==> config.mk <==
export PLATFORM = sky130hd
export DESIGN_NAME = evt_timestamp_capture_flat
export DESIGN_NICKNAME = d
export VERILOG_FILES = /design/src/rtl/evt_timestamp_capture_if.sv /design/src/rtl/evt_timestamp_capture.sv /design/src/flat_wrapper.sv
export SDC_FILE = /design/constraint.sdc
export NUM_CORES = 1
export LEC_CHECK = 0
export ABC_AREA = 1
export CAP_MARGIN = 20
export CORE_ASPECT_RATIO = 2
export CORE_MARGIN = 3
export CORE_UTILIZATION = 45
export CTS_CLUSTER_DIAMETER = 200
export DETAILED_ROUTE_END_ITERATION = 8
export GPL_TIMING_DRIVEN = 0
export SLEW_MARGIN = 20
export SYNTH_ARGS = -nofsm -noshare
export SYNTH_HDL_FRONTEND = slang
export SYNTH_SLANG_ARGS = --single-unit
==> constraint.sdc <==
create_clock -name clk -period 2.4 [get_ports clk]
set_input_delay 0.36 -clock clk [delete_from_list [all_inputs] [get_ports clk]]
set_output_delay 0.36 -clock clk [all_outputs]
set_load 0.02 [all_outputs]
==> src/rtl/evt_timestamp_capture_if.sv <==
// Host/counter bundle for evt_timestamp_capture.
// slave: DUT side (takes counter/event/host strobes, drives FIFO status); master: driver side.
interface evt_timestamp_capture_if #(
    parameter int HI_W  = 8,
    parameter int DEPTH = 4
);
    localparam int LW = $clog2(DEPTH) + 1;

    logic [15:0]      cnt_in;
    logic             cout_in;
    logic             en_in;
    logic             evt;
    logic             rd;
    logic             clr_ovr;
    logic [HI_W+15:0] ts_out;
    logic             empty;
    logic             full;
    logic [LW-1:0]    level;
    logic             ovr;

    modport master (
        output cnt_in, cout_in, en_in, evt, rd, clr_ovr,
        input  ts_out, empty, full, level, ovr
    );

    modport slave (
        input  cnt_in, cout_in, en_in, evt, rd, clr_ovr,
        output ts_out, empty, full, level, ovr
    );
endinterface

==> src/rtl/evt_timestamp_capture.sv <==
// Time-stamps rising edges of async evt with {wrap count, counter} into a FWFT FIFO.
// Ports: clk, rst (async active-low), bus (slave): counter inputs, evt, rd/clr_ovr, ts_out/status.
module evt_timestamp_capture #(
    parameter int HI_W  = 8,
    parameter int DEPTH = 4
) (
    input logic                    clk,
    input logic                    rst,
    evt_timestamp_capture_if.slave bus
);
    localparam int AW = $clog2(DEPTH);
    localparam int LW = AW + 1;
    localparam int TW = HI_W + 16;

    logic          s1_q, s2_q, s3_q;
    logic [HI_W-1:0] hi_q, hi_d;
    logic [AW-1:0] wptr_q, wptr_d;
    logic [AW-1:0] rptr_q, rptr_d;
    logic [LW-1:0] level_q, level_d;
    logic          ovr_q, ovr_d;
    logic [TW-1:0] mem_q [DEPTH];
    logic [TW-1:0] mem_d [DEPTH];

    logic cap, empty, full, pop, push, drop;

    always_comb begin
        empty = (level_q == '0);
        full  = (level_q == LW'(DEPTH));
        cap   = s2_q & ~s3_q;
        pop   = bus.rd & ~empty;
        // A pop in the same cycle frees the slot, so a full FIFO still accepts.
        push  = cap & (~full | pop);
        drop  = cap & full & ~pop;

        hi_d    = hi_q + HI_W'(bus.cout_in & bus.en_in);
        wptr_d  = push ? wptr_q + AW'(1) : wptr_q;
        rptr_d  = pop ? rptr_q + AW'(1) : rptr_q;
        level_d = level_q + LW'(push) - LW'(pop);
        // A drop wins over a simultaneous clear.
        ovr_d   = drop | (ovr_q & ~bus.clr_ovr);

        mem_d = mem_q;
        if (push) begin
            mem_d[wptr_q] = {hi_q, bus.cnt_in};
        end
    end

    always_ff @(posedge clk or negedge rst) begin
        if (!rst) begin
            s1_q    <= 1'b0;
            s2_q    <= 1'b0;
            s3_q    <= 1'b0;
            hi_q    <= '0;
            wptr_q  <= '0;
            rptr_q  <= '0;
            level_q <= '0;
            ovr_q   <= 1'b0;
            for (int i = 0; i < DEPTH; i++) begin
                mem_q[i] <= '0;
            end
        end else begin
            s1_q    <= bus.evt;
            s2_q    <= s1_q;
            s3_q    <= s2_q;
            hi_q    <= hi_d;
            wptr_q  <= wptr_d;
            rptr_q  <= rptr_d;
            level_q <= level_d;
            ovr_q   <= ovr_d;
            mem_q   <= mem_d;
        end
    end

    always_comb begin
        bus.ts_out = empty ? '0 : mem_q[rptr_q];
        bus.empty  = empty;
        bus.full   = full;
        bus.level  = level_q;
        bus.ovr    = ovr_q;
    end
endmodule

==> src/flat_wrapper.sv <==
// flat-port wrapper written by rule: the top's interface ports become plain ports
module evt_timestamp_capture_flat 
#(
    parameter int HI_W  = 8,
    parameter int DEPTH = 4
)
  (clk, rst, bus_cnt_in, bus_cout_in, bus_en_in, bus_evt, bus_rd, bus_clr_ovr, bus_ts_out, bus_empty, bus_full, bus_level, bus_ovr);
  evt_timestamp_capture_if #(.HI_W(HI_W), .DEPTH(DEPTH)) bus_i ();
  input logic clk;
  input logic rst;
  input wire logic [$bits(bus_i.cnt_in)-1:0] bus_cnt_in;
  input wire logic [$bits(bus_i.cout_in)-1:0] bus_cout_in;
  input wire logic [$bits(bus_i.en_in)-1:0] bus_en_in;
  input wire logic [$bits(bus_i.evt)-1:0] bus_evt;
  input wire logic [$bits(bus_i.rd)-1:0] bus_rd;
  input wire logic [$bits(bus_i.clr_ovr)-1:0] bus_clr_ovr;
  output wire logic [$bits(bus_i.ts_out)-1:0] bus_ts_out;
  output wire logic [$bits(bus_i.empty)-1:0] bus_empty;
  output wire logic [$bits(bus_i.full)-1:0] bus_full;
  output wire logic [$bits(bus_i.level)-1:0] bus_level;
  output wire logic [$bits(bus_i.ovr)-1:0] bus_ovr;
  assign bus_i.cnt_in = bus_cnt_in;
  assign bus_i.cout_in = bus_cout_in;
  assign bus_i.en_in = bus_en_in;
  assign bus_i.evt = bus_evt;
  assign bus_i.rd = bus_rd;
  assign bus_i.clr_ovr = bus_clr_ovr;
  assign bus_ts_out = bus_i.ts_out;
  assign bus_empty = bus_i.empty;
  assign bus_full = bus_i.full;
  assign bus_level = bus_i.level;
  assign bus_ovr = bus_i.ovr;
  evt_timestamp_capture #(.HI_W(HI_W), .DEPTH(DEPTH)) u_core (.clk(clk), .rst(rst), .bus(bus_i));
endmodule
# Word-level counts from Yosys, hierarchy flattened
# Index checks and enable logic that the tools add are counted.
# W data, S select, Z words.
# totals
regBits	115
input_bits	23
elab_cells	46
# classes
n_addsub	5
magnitude_cmp	3
n_eq_ne	1
mux	7
bitwise_logic	16
reduce_logical	2
# op_table
operator	count
$bwmux W96	1
$mux W24	4
$bmux W24 S2	1
$demux W24 S2	1
$add A8 B8 Y8	1
$and A1 B1 Y1	7
$ge A3 B3 Y1 const B	2
$not A2 Y3	2
$not A1 Y1	5
$add A2 B1 Y2 const B	2
$add A3 B1 Y3	1
$eq A3 B3 Y1 const B	1
$logic_not A3 Y1	1
$lt A3 B1 Y1 const B	1
$sub A3 B1 Y3	1
$or A1 B1 Y1	2
$logic_and A1 B1 Y1	1

# Logic depth before layout (Yosys ltp)
# logic_depth
ltp_word	7
mapped_depth	9
mapped_depth_nobuf	9

# Worst setup path before layout
# No wires, ideal clock.
# synth_timing
path_type	register to register
from	register u_core.level_q[1] (netlist: u_core.bus.level[1])
to	register u_core.level_q[2] (netlist: u_core.bus.level[2])
setup_ps	122
arrival_ps	1824
slack_ps	454
stages_incl_launch_ff	10
path_buffers	0
path_cell_list	dfrtp_1 > nor2_2 > nand2_1 > nand2_1 > inv_1 > ha_1 > inv_1 > ha_1 > fa_1 > xnor2_1
# synth_between
elab_chain_cells	7
elab_cells_between_ends	9
classes_between	2 x add/sub; 1 x eq/ne; 5 x bitwise; 1 x reduce/logical
# synth_rtl
element	line	text
start, declared	evt_timestamp_capture.sv:19	logic [LW-1:0] level_q, level_d;
start signal, assigned	evt_timestamp_capture.sv:68	level_q <= level_d;
$logic_not A3 Y1 (*)	evt_timestamp_capture.sv:27	empty = (level_q == '0);
$not A1 Y1 (*)	evt_timestamp_capture.sv:30	pop = bus.rd & ~empty;
$and A1 B1 Y1 (*)	evt_timestamp_capture.sv:30	
via u_core.pop	evt_timestamp_capture.sv:24	logic cap, empty, full, pop, push, drop;
$or A1 B1 Y1	evt_timestamp_capture.sv:32	push = cap & (~full | pop);
$and A1 B1 Y1	evt_timestamp_capture.sv:32	
$add A3 B1 Y3	evt_timestamp_capture.sv:38	level_d = level_q + LW'(push) - LW'(pop);
$sub A3 B1 Y3 (*)	evt_timestamp_capture.sv:38	
via u_core.level_d[2]	evt_timestamp_capture.sv:19	
# Mark *: on every way through the listed nets, which the timed path passes. The rest lies on a longest branch.
# A chain may end at the register's enable or synchronous reset.

# Final worst setup path
# layout_timing
from	register u_core.rptr_q[0]
to	output port bus_ts_out[22]
# layout_between
elab_chain_cells	5
# layout_rtl
element	line	text
start, declared	evt_timestamp_capture.sv:18	logic [AW-1:0] rptr_q, rptr_d;
start signal, assigned	evt_timestamp_capture.sv:67	rptr_q <= rptr_d;
$not A2 Y3 (implied by the code)	evt_timestamp_capture.sv:75	bus.ts_out = empty ? '0 : mem_q[rptr_q];
$bmux W24 S2	evt_timestamp_capture.sv:75	
$mux W24 (implied by the code) (2 in series)	evt_timestamp_capture.sv:75	
$mux W24	evt_timestamp_capture.sv:75	
end, declared	flat_wrapper.sv:17	output wire logic [$bits(bus_i.ts_out)-1:0] bus_ts_out;
# No other way between the ends. The select of a mux whose other input is x is not followed.

==> metrics.txt <==
status=finished, final reports clean; core region area=12600 sq um; Setup-failing EPs final=0; fin crit period=2310 ps; Via density=5.46; multi-input logic area=2500 sq um; Antenna Violating Nets Remaining=0; Synth area leader=dfrtp_1; dpl ws=108 ps; Power, Total=0.0100 W; Final Wtd Congestion=0.916; Ys Warns=0; die area=14300 sq um; Area Growth Syn to Fin=22.2%; crit share post-route=96.1%; H-tree Lvls=4; ANT cells=0; Critical Path Max Stage Delay=350 ps; Pleak=3.68 nW; HPWL Detailed=12500 microns; starting density of the core=46.1%; vias in the first global route=5603; register area=2880 sq um; Clock transition at path regs=60 ps; TNS Setup=0 ps; max_slew headroom=60.5%; clk_skew=6.68 ps; RSZ-0062 raised after global routing=yes; Sink Count=115; Synth top area share=49.7%; most used cell, CP=buf_4; FP Rows=58; die span in y=166 microns; final wirelength=17500 microns; final hold violation count=0; maximum fanout along the worst path=10; global router's overall resource usage=26.1%; worst hold path class=reg -> reg; CTS root buffer=clkbuf_16; critical path launch point type=register; Slowest-stage cell, CP=dfrtp_1; Crit Path Class=reg -> out; fmax=434 MHz; clk_lat worst skew=410 ps; Arr. time, crit path=1950 ps; Final Max Tran Viols=0; Starting DRT DRC Count=420; global route overflow=0; Max-Cap Viols=0; worst ir drop on vdd=786 uV; port bufs=52; first-pass GRT wire length=28700 microns; PwrDens=1420 nW/um^2; dominant cells by area after synthesis=dfrtp_1, nand2_1, nand4_1; Req. time, crit path=2040 ps; worst-path cell chain=buf_2 -> inv_2 -> buf_4 -> buf_4 -> o21ai_0 -> a21oi_1 -> clkdlybuf4s15_1; fill count=1197; critical path endpoint category=output pin; Nets=836; CTS tree=built; Die W=86.2 microns; crit path setup slack, layout=93.3 ps; drt wl/cell=18.1 microns; clock tree buffer depth=2; Synth Register Bits=115; Inserted Clock Buffers=17; Synth Instances=731; worst slew pin tran=592 ps; drt drc=0; Mapped Nets=763; Synth cell types=23; largest net degree at the start of global routing=81; fraction of layout cells with a size suffix above 1=12.5%; Post-Syn Area per Cell=7.92 sq um; TritonRoute pass-1 iters=5; # IOs=53; vias=5272; Synth Cell Area=5790 sq um; Seq/Total Area, Yosys=49.7%; initial antenna violation count=0
## path summary, 6_finish.rpt
path                                          start             endpoint  slack [ps]  depth (start not counted)
worst max-delay path               u_core.rptr_q[0]       bus_ts_out[22]          90                          7
worst min-delay path                    u_core.s1_q          u_core.s2_q         350                          0
worst max register to register  u_core.bus.level[1]  u_core.bus.level[2]         360                          9
worst min register to register          u_core.s1_q          u_core.s2_q         350                          0
max in group asynchronous                       rst     u_core.mem_q[18]        1260                          3
min in group asynchronous                       rst     u_core.mem_q[26]         420                          2
## critical path, delay by kind of cell, from the launching register on
kind,cells,cell delay (ps)
flops,1,350
compound gates,2,280
buf+inv,5,910
## final cells by class
type                       count  share of cell area [%]
inverter                      18                   0.955
sequential                   115                    40.7
clock buffer                  21                    6.65
buffer                        63                    5.06
timing repair buffer          54                    7.06
clock inverter                10                    1.52
multi-input combinational    535                    35.4
tap                          150                    2.65
## cell usage after synthesis, drive strengths merged
library cell    n
clkbuf         10
dfrtp         115
nand3           9
nand2         308
xor2            4
inv            18
ha              8
a21oi          24
nand4          96
fa              1
buf            53
o21ai          26
nor2           54
nand3b          1
xnor2           4
## through the flow
stage / std cells / instance area [sq um] / hold slack [ps] / util, %
6_report: 966 / 7070 / 347 / 56.3
5_1_grt: 966 / 7070 / 356 / 56.3
4_1_cts: 966 / 7090 / 349 / 56.5
3_5_place_dp: 934 / 6520 / 288 / 52.0
3_3_place_gp: 933 / 6490 / 332 / 51.7
2_1_floorplan: 731 / 5790 / 64.4 / -
## power by group
part	switching, W	internal, W	leakage, nW
clock network	0.000889	0.00159	0.281
registers	0.000494	0.00275	1.45
logic	0.00282	0.00149	1.95
## cells in the final DEF, fill, tap and decap left out, types with 12 or more instances in the layout
cell and count:
buf_2 31, dfrtp_1 115, nand4_1 96, o21ai_0 26
a21oi_1 24, clkdlybuf4s50_1 26, buf_4 14, nand2_1 308
clkbuf_16 17, clkbuf_2 12, inv_1 16, dlygate4sd2_1 12
nor2_1 52
## routing by layer
| layer | wire length [microns] | share of wire [%] | global-route usage (%) | up-vias |
|---|---|---|---|---|
| li1 | - | - | - | 2537 |
| met1 | 6420 | 37 | 29.0 | 2513 |
| met2 | 9580 | 55 | 46.9 | 176 |
| met3 | 910 | 5.2 | 5.76 | 46 |
| met4 | 604 | 3.4 | 11.2 | 0 |
| met5 | 0 | 0 | 0 | - |
## repair_timing
action | in CTS | in global routing
setup buffers | 0 | 0
hold buffers | 1 | 0
setup endpoints to repair | 25 | 20
gates resized for setup | 31 | 27
hold endpoints to repair | 35 | 0
cloned | 0 | 0
## cells by family (layout without fill, tap and decap cells)
family	Yosys count	in the layout	synth area share (%)
buffers and inverters	81	166	6.98
AOI/OAI and AO/OA	50	50	4.32
adders and majority gates	9	9	2.08
xor gates and xnor gates	8	8	1.21
and+or+nand+nor	468	468	35.7
DFF	115	115	49.7
## sequential cells by signal, indices dropped and copies added, names as in the netlist
register / cells
u_core.s3_q: 1
u_core.rptr_q: 2
u_core.mem_q: 96
u_core.hi_q: 8
u_core.bus.level: 3
u_core.s2_q: 1
u_core.wptr_q: 2
u_core.bus.ovr: 1
u_core.s1_q: 1
No activity file was read; power rests on OpenSTA's default activity.
==> RTL edit 1: new RTL, same flow settings <==
`HI_W` is set to 8 in 3 places; all go to 6.
--- a/src/rtl/evt_timestamp_capture_if.sv
+++ b/src/rtl/evt_timestamp_capture_if.sv
@@ -1,7 +1,7 @@
 // Host/counter bundle for evt_timestamp_capture.
 // slave: DUT side (takes counter/event/host strobes, drives FIFO status); master: driver side.
 interface evt_timestamp_capture_if #(
-    parameter int HI_W  = 8,
+    parameter int HI_W  = 6,
     parameter int DEPTH = 4
 );
     localparam int LW = $clog2(DEPTH) + 1;
--- a/src/rtl/evt_timestamp_capture.sv
+++ b/src/rtl/evt_timestamp_capture.sv
@@ -1,7 +1,7 @@
 // Time-stamps rising edges of async evt with {wrap count, counter} into a FWFT FIFO.
 // Ports: clk, rst (async active-low), bus (slave): counter inputs, evt, rd/clr_ovr, ts_out/status.
 module evt_timestamp_capture #(
-    parameter int HI_W  = 8,
+    parameter int HI_W  = 6,
     parameter int DEPTH = 4
 ) (
     input logic                    clk,
--- a/src/flat_wrapper.sv
+++ b/src/flat_wrapper.sv
@@ -1,7 +1,7 @@
 // flat-port wrapper written by rule: the top's interface ports become plain ports
 module evt_timestamp_capture_flat 
 #(
-    parameter int HI_W  = 8,
+    parameter int HI_W  = 6,
     parameter int DEPTH = 4
 )
   (clk, rst, bus_cnt_in, bus_cout_in, bus_en_in, bus_evt, bus_rd, bus_clr_ovr, bus_ts_out, bus_empty, bus_full, bus_level, bus_ovr);
Interface: changed (resized bus_ts_out); port bits go from 53 to 51. No check against the original RTL was run, so the function may have changed too.
==> RTL edit 1 against the original RTL <==
- critical path depth decreased by 1
- fmax increased by 0.86%
- area after synthesis decreased by 7.9%
- sequential cell count decreased by 10
- core utilization decreased by 1.3 points
- register-to-register slack improved by 0.02 ns
- synthesized cell count decreased by 9.8%
- setup slack improved by 0.020 ns
- final cell count decreased by 10%
- die area decreased by 7.5%
- wire length decreased by 6.6%
- final area decreased by 11%
- total power decreased by 15%
- critical path type unchanged
==> RTL edit 1: results (changes against the original RTL) <==
[layout]
final_nets=754  ; was 836
drive_gt1_frac=0.0978  ; was 0.125
largest_reg_flops=88  ; was 96

[sta]
finClkSkew_ns=0.00899  ; was 0.00668 ns
slew_headroom=0.466  ; was 0.605

[yosys]
syn-num-nets=691  ; was 763
synth.area.top_cells=dfrtp_1 49%, nand2_1 19%, nand4_1 10%  ; was dfrtp_1 50%, nand2_1 20%, nand4_1 10%
yosysSeqAreaShare=0.493  ; was 0.497

[grt]
grt_use_total=0.253  ; was 0.261
grt_start_max_net_pins=79  ; was 81
grt_first_pass_wirelength_mm=26.3  ; was 28.7 mm

[outcome]
status=finished, final reports clean  ; unchanged

[placement]
port_buffers=50  ; was 52
gp_congestion=0.868  ; was 0.916
pre_cts_ws_ns=0.000578  ; was 0.108 ns
hpwl_mm=11.6  ; was 12.5 mm
placed_cell_area_sq_um=6040  ; was 6520 sq um

[detailed_routing]
firstDrtPassIters=7  ; was 5
first_iter_violations=324  ; was 420
vias=4810  ; was 5272
wl_per_cell_um=18.8  ; was 18.1 um

[power]
vdd_drop_max_mv=0.557  ; was 0.786 mV
netSwitchingFraction=0.443  ; was 0.419
p_leak_nw=3.28  ; was 3.68 nW

[clocking]
cts_buffers=9  ; was 17

[floorplanning]
initial_utilization=0.466  ; was 0.461

## RTL edit 1: cell count changes in the layout (fill, tap and decap cells not counted), sizes merged, moves of 5 or more
| cell | unedited run | this run |
|---|---|---|
| dlygate4sd2 | 12 | 17 |
| clkbuf | 43 | 20 |
| dfrtp | 115 | 105 |
| nand4 | 96 | 88 |
| nor2 | 54 | 48 |
| nand2 | 308 | 277 |
## RTL edit 1: power groups by stage
stage                     Clock, W  Sequential (W)  Combinational [W]
after global routing       0.00146         0.00313            0.00460
after CTS                  0.00139         0.00302            0.00420
after global placement           0         0.00302            0.00434
after detailed placement         0         0.00305            0.00440
after floorplan                  0         0.00297            0.00273
final                      0.00136         0.00304            0.00415
## RTL edit 1: critical path, cell delays in order (launching register included)
cell and delay [ns]:
dfrtp_1 0.37, buf_6 0.14, inv_2 0.13, clkbuf_4 0.25
o21ai_0 0.17, a21oi_1 0.17, dlygate4sd2_1 0.35
## RTL edit 1: cell type report
class | instances | area [sq um]
Fill cell | 1140 | 5140
Clock inverter | 3 | 17.5
Clock buffer | 12 | 246
Tap cell | 142 | 178
Sequential cell | 105 | 2630
Inverter | 17 | 63.8
Buffer | 53 | 399
Multi-Input combinational cell | 484 | 2250
Timing Repair Buffer | 52 | 498
## RTL edit 1: logic make-up after synthesis
group | Yosys count | synth area share
and+or+nand+nor | 422 | 0.344
DFF | 105 | 0.493
buffers and inverters | 70 | 0.0841
AOI/OAI and AO/OA | 46 | 0.0446
adders and majority gates | 9 | 0.0225
xor gates and xnor gates | 7 | 0.0115
## RTL edit 1: timing repair
item                                   CTS  global route
setup endpoints to repair               23             6
hold buffers                             1             0
endpoints found under the hold margin   27             0
gates resized for setup                 30            10
## RTL edit 1: path summary, 6_finish.rpt
| check | endpoint | depth (start not counted) | from | slack [ns] |
|---|---|---|---|---|
| max | bus_ts_out[5] | 6 | u_core.rptr_q[0] | 0.11 |
| min | u_core.s2_q | 0 | u_core.s1_q | 0.38 |
| max reg2reg | u_core.bus.level[2] | 10 | u_core.bus.level[1] | 0.38 |
| min reg2reg | u_core.s2_q | 0 | u_core.s1_q | 0.38 |
| max in group asynchronous | u_core.mem_q[35] | 3 | rst | 1.26 |
| min in group asynchronous | u_core.mem_q[23] | 2 | rst | 0.45 |
## RTL edit 1: stage by stage
step | instances | util
final | 868 | 0.550
after global routing | 868 | 0.550
after CTS | 868 | 0.551
after detailed placement | 852 | 0.528
after global placement | 851 | 0.526
after floorplan | 659 | -
## RTL edit 1: layer usage
metal / wire (um) / vias up / part of all wire / track usage
met5: 0 / - / 0 / 0
li1: - / 2285 / - / -
met4: 761 / 0 / 0.047 / 0.121
met2: 8630 / 154 / 0.53 / 0.453
met3: 703 / 43 / 0.043 / 0.0305
met1: 6260 / 2328 / 0.38 / 0.297
==> RTL edit 2: new RTL, same settings <==
Without the edit above. Make the reset (`rst`) synchronous in one clocked block. Comments in the files are not updated.
--- a/src/rtl/evt_timestamp_capture.sv
+++ b/src/rtl/evt_timestamp_capture.sv
@@ -45,7 +45,7 @@
         end
     end
 
-    always_ff @(posedge clk or negedge rst) begin
+    always_ff @(posedge clk) begin
         if (!rst) begin
             s1_q    <= 1'b0;
             s2_q    <= 1'b0;
Formal check against the unedited RTL: differs if rst is asserted again (counterexample within 4 cycles, from zero or initial values and one cycle with rst low); with rst held inactive, the same outputs for 10 cycles.
==> RTL edit 2 against the original RTL <==
- count of clock-buffer cells in the layout fell by 1
- wire length rose by 17%
- sequential cell count did not move
- area after synthesis rose by 8.8%
- setup slack got worse by 0.036 ns
- final area rose by 6.7%
- synthesized cell count rose by 37%
Power is not compared: it rests on default switching activity, and its combinational part moved more than twofold at a synthesized area within 25%.
==> RTL edit 2: results (changes against the original RTL) <==
[yosys]
yosys-top-cells-count=239 x inv_1, 215 x nand2_1, 115 x dfxtp_1  ; was 308 x nand2_1, 115 x dfrtp_1, 96 x nand4_1
synth_ff_type=dfxtp_1  ; was dfrtp_1
async_reset_ff_frac=0  ; was 1.00
yosysWarnings=0  ; unchanged
syn-num-nets=1037  ; was 763
netlist_instances=1005  ; was 731
synth_cell_types=22  ; was 23
yosysSeqAreaShare=0.366  ; was 0.497
synth.area.top_cells=dfxtp_1 37%, inv_1 14%, nand2_1 13%  ; was dfrtp_1 50%, nand2_1 20%, nand4_1 10%

[power]
netSwitchingFraction=0.365
vdd_drop_max_mv=0.529
powerSeq_w=0.00206
combPwrFrac=0.320

[placement]
dp_cells=1242  ; was 934
gp_congestion=0.902  ; was 0.916
port_buffers=51  ; was 52
hpwl_mm=15.3  ; was 12.5 mm
placed_cell_area_sq_um=7040  ; was 6520 sq um
pre_cts_ws_ns=-0.181  ; was 0.108 ns

[critical_path]
setup.worst_path.start=u_core.rptr_q[1]  ; was u_core.rptr_q[0]
cp-endpoint=bus_ts_out[12]  ; was bus_ts_out[22]
start_kind=register  ; unchanged
cpPeakStageDelay_ns=0.36
r2r_setup_slack_ns=0.24  ; was 0.36 ns
arrival_ns=1.98  ; was 1.95 ns
r2r-start=u_core.bus.level[1]  ; unchanged
crit_path_max_fanout=10  ; unchanged
worst_path_max_delay_cell=dlygate4sd2_1  ; was dfrtp_1
r2r_cells=10  ; was 9
regToRegEndpoint=u_core.bus.level[2]  ; unchanged

[grt]
grt_use_total=0.276  ; was 0.261
grt_first_pass_wirelength_mm=31.7  ; was 28.7 mm
grt_start_max_net_pins=17  ; was 81
grt_pass1_vias=6085  ; was 5603

[worst_hold_path]
min_to=u_core.mem_q[27]  ; was u_core.s2_q
hold_start=rst  ; was u_core.s1_q
min_delay_path_depth=3  ; was 0
hold_path_class=in -> reg  ; was reg -> reg

[sta]
slew_headroom=0.614  ; was 0.605
finClkSkew_ns=0.00741  ; was 0.00668 ns
period_minus_slack_ns=2.34  ; was 2.31 ns

[layout]
antenna_cells=0  ; unchanged
regMostFlops=u_core.mem_q  ; unchanged
largest_reg_flops=96  ; unchanged
postLayoutCellArea_sq_um=7550  ; was 7070 sq um
drive_gt1_frac=0.104  ; was 0.125
fin_cells=1272  ; was 966
final_nets=1106  ; was 836

[detailed_routing]
vias=6212  ; was 5272
wl_mm=20.4  ; was 17.5 mm
firstDrtPassIters=5  ; unchanged
first_iter_violations=318  ; was 420

[clocking]
htreeDepth=4  ; unchanged
cts_setup_buffers=0  ; unchanged
clk_latency_ns=0.42
clk_pin_slew_ns=0.06  ; about the same
clockBufferDepth=2  ; unchanged
cts_root_buffer=clkbuf_16  ; unchanged

[outcome]
status=finished, final reports clean  ; unchanged

RTL edit 2: cell count changes after synthesis, moves of 16 or more:
cell      before  now
clkbuf_1      10   26
a21oi_1       24   80
o21ai_0       26   54
nor2_1        52  106
dfxtp_1        0  115
nand2_1      308  215
inv_1         16  239
dfrtp_1      115    0
RTL edit 2: cells by family (layout without fill, tap and decap cells):
group / count (synthesis) / after routing / share of synthesized area
adder cells (fa/ha/maj): 9 / 9 / 0.0191
buffers and inverters: 314 / 395 / 0.201
AO/OA/AOI/OAI: 134 / 134 / 0.107
flip-flops: 115 / 115 / 0.366
XOR/XNOR: 1 / 1 / 0.00139
AND/OR/NAND/NOR: 432 / 432 / 0.306
RTL edit 2: timing repair:
| item | 4_1_cts | 5_1_grt |
|---|---|---|
| resized for setup | 56 | 33 |
| endpoints found under the setup margin | 25 | 25 |
| pin swaps | 0 | 2 |
RTL edit 2: layout make-up:
| cell class | count | area, sq um |
|---|---|---|
| fill | 1440 | 6040 |
| clock inverter | 11 | 113 |
| clock buffer | 20 | 447 |
| timing repair buffer | 51 | 428 |
| sequential | 115 | 2300 |
| tap | 186 | 233 |
| buffer | 71 | 372 |
| inverter | 242 | 908 |
| multi-input combinational | 576 | 2750 |
RTL edit 2: per-stage QoR:
stage / hold WS, ns / power (W)
6_report: 0.337 / 0.00664
3_5_place_dp: 0.401 / 0.00432
3_3_place_gp: 0.393 / 0.00432
4_1_cts: 0.332 / 0.00672
2_1_floorplan: 0.390 / 0.00343
5_1_grt: 0.382 / 0.00697
RTL edit 2: metal layers:
layer / up-vias / wire [um] / track usage
li1: 3221 / - / -
met1: 2744 / 7270 / 0.276
met2: 188 / 11100 / 0.504
met3: 59 / 849 / 0.0485
met4: 0 / 1200 / 0.161
met5: - / 0 / 0
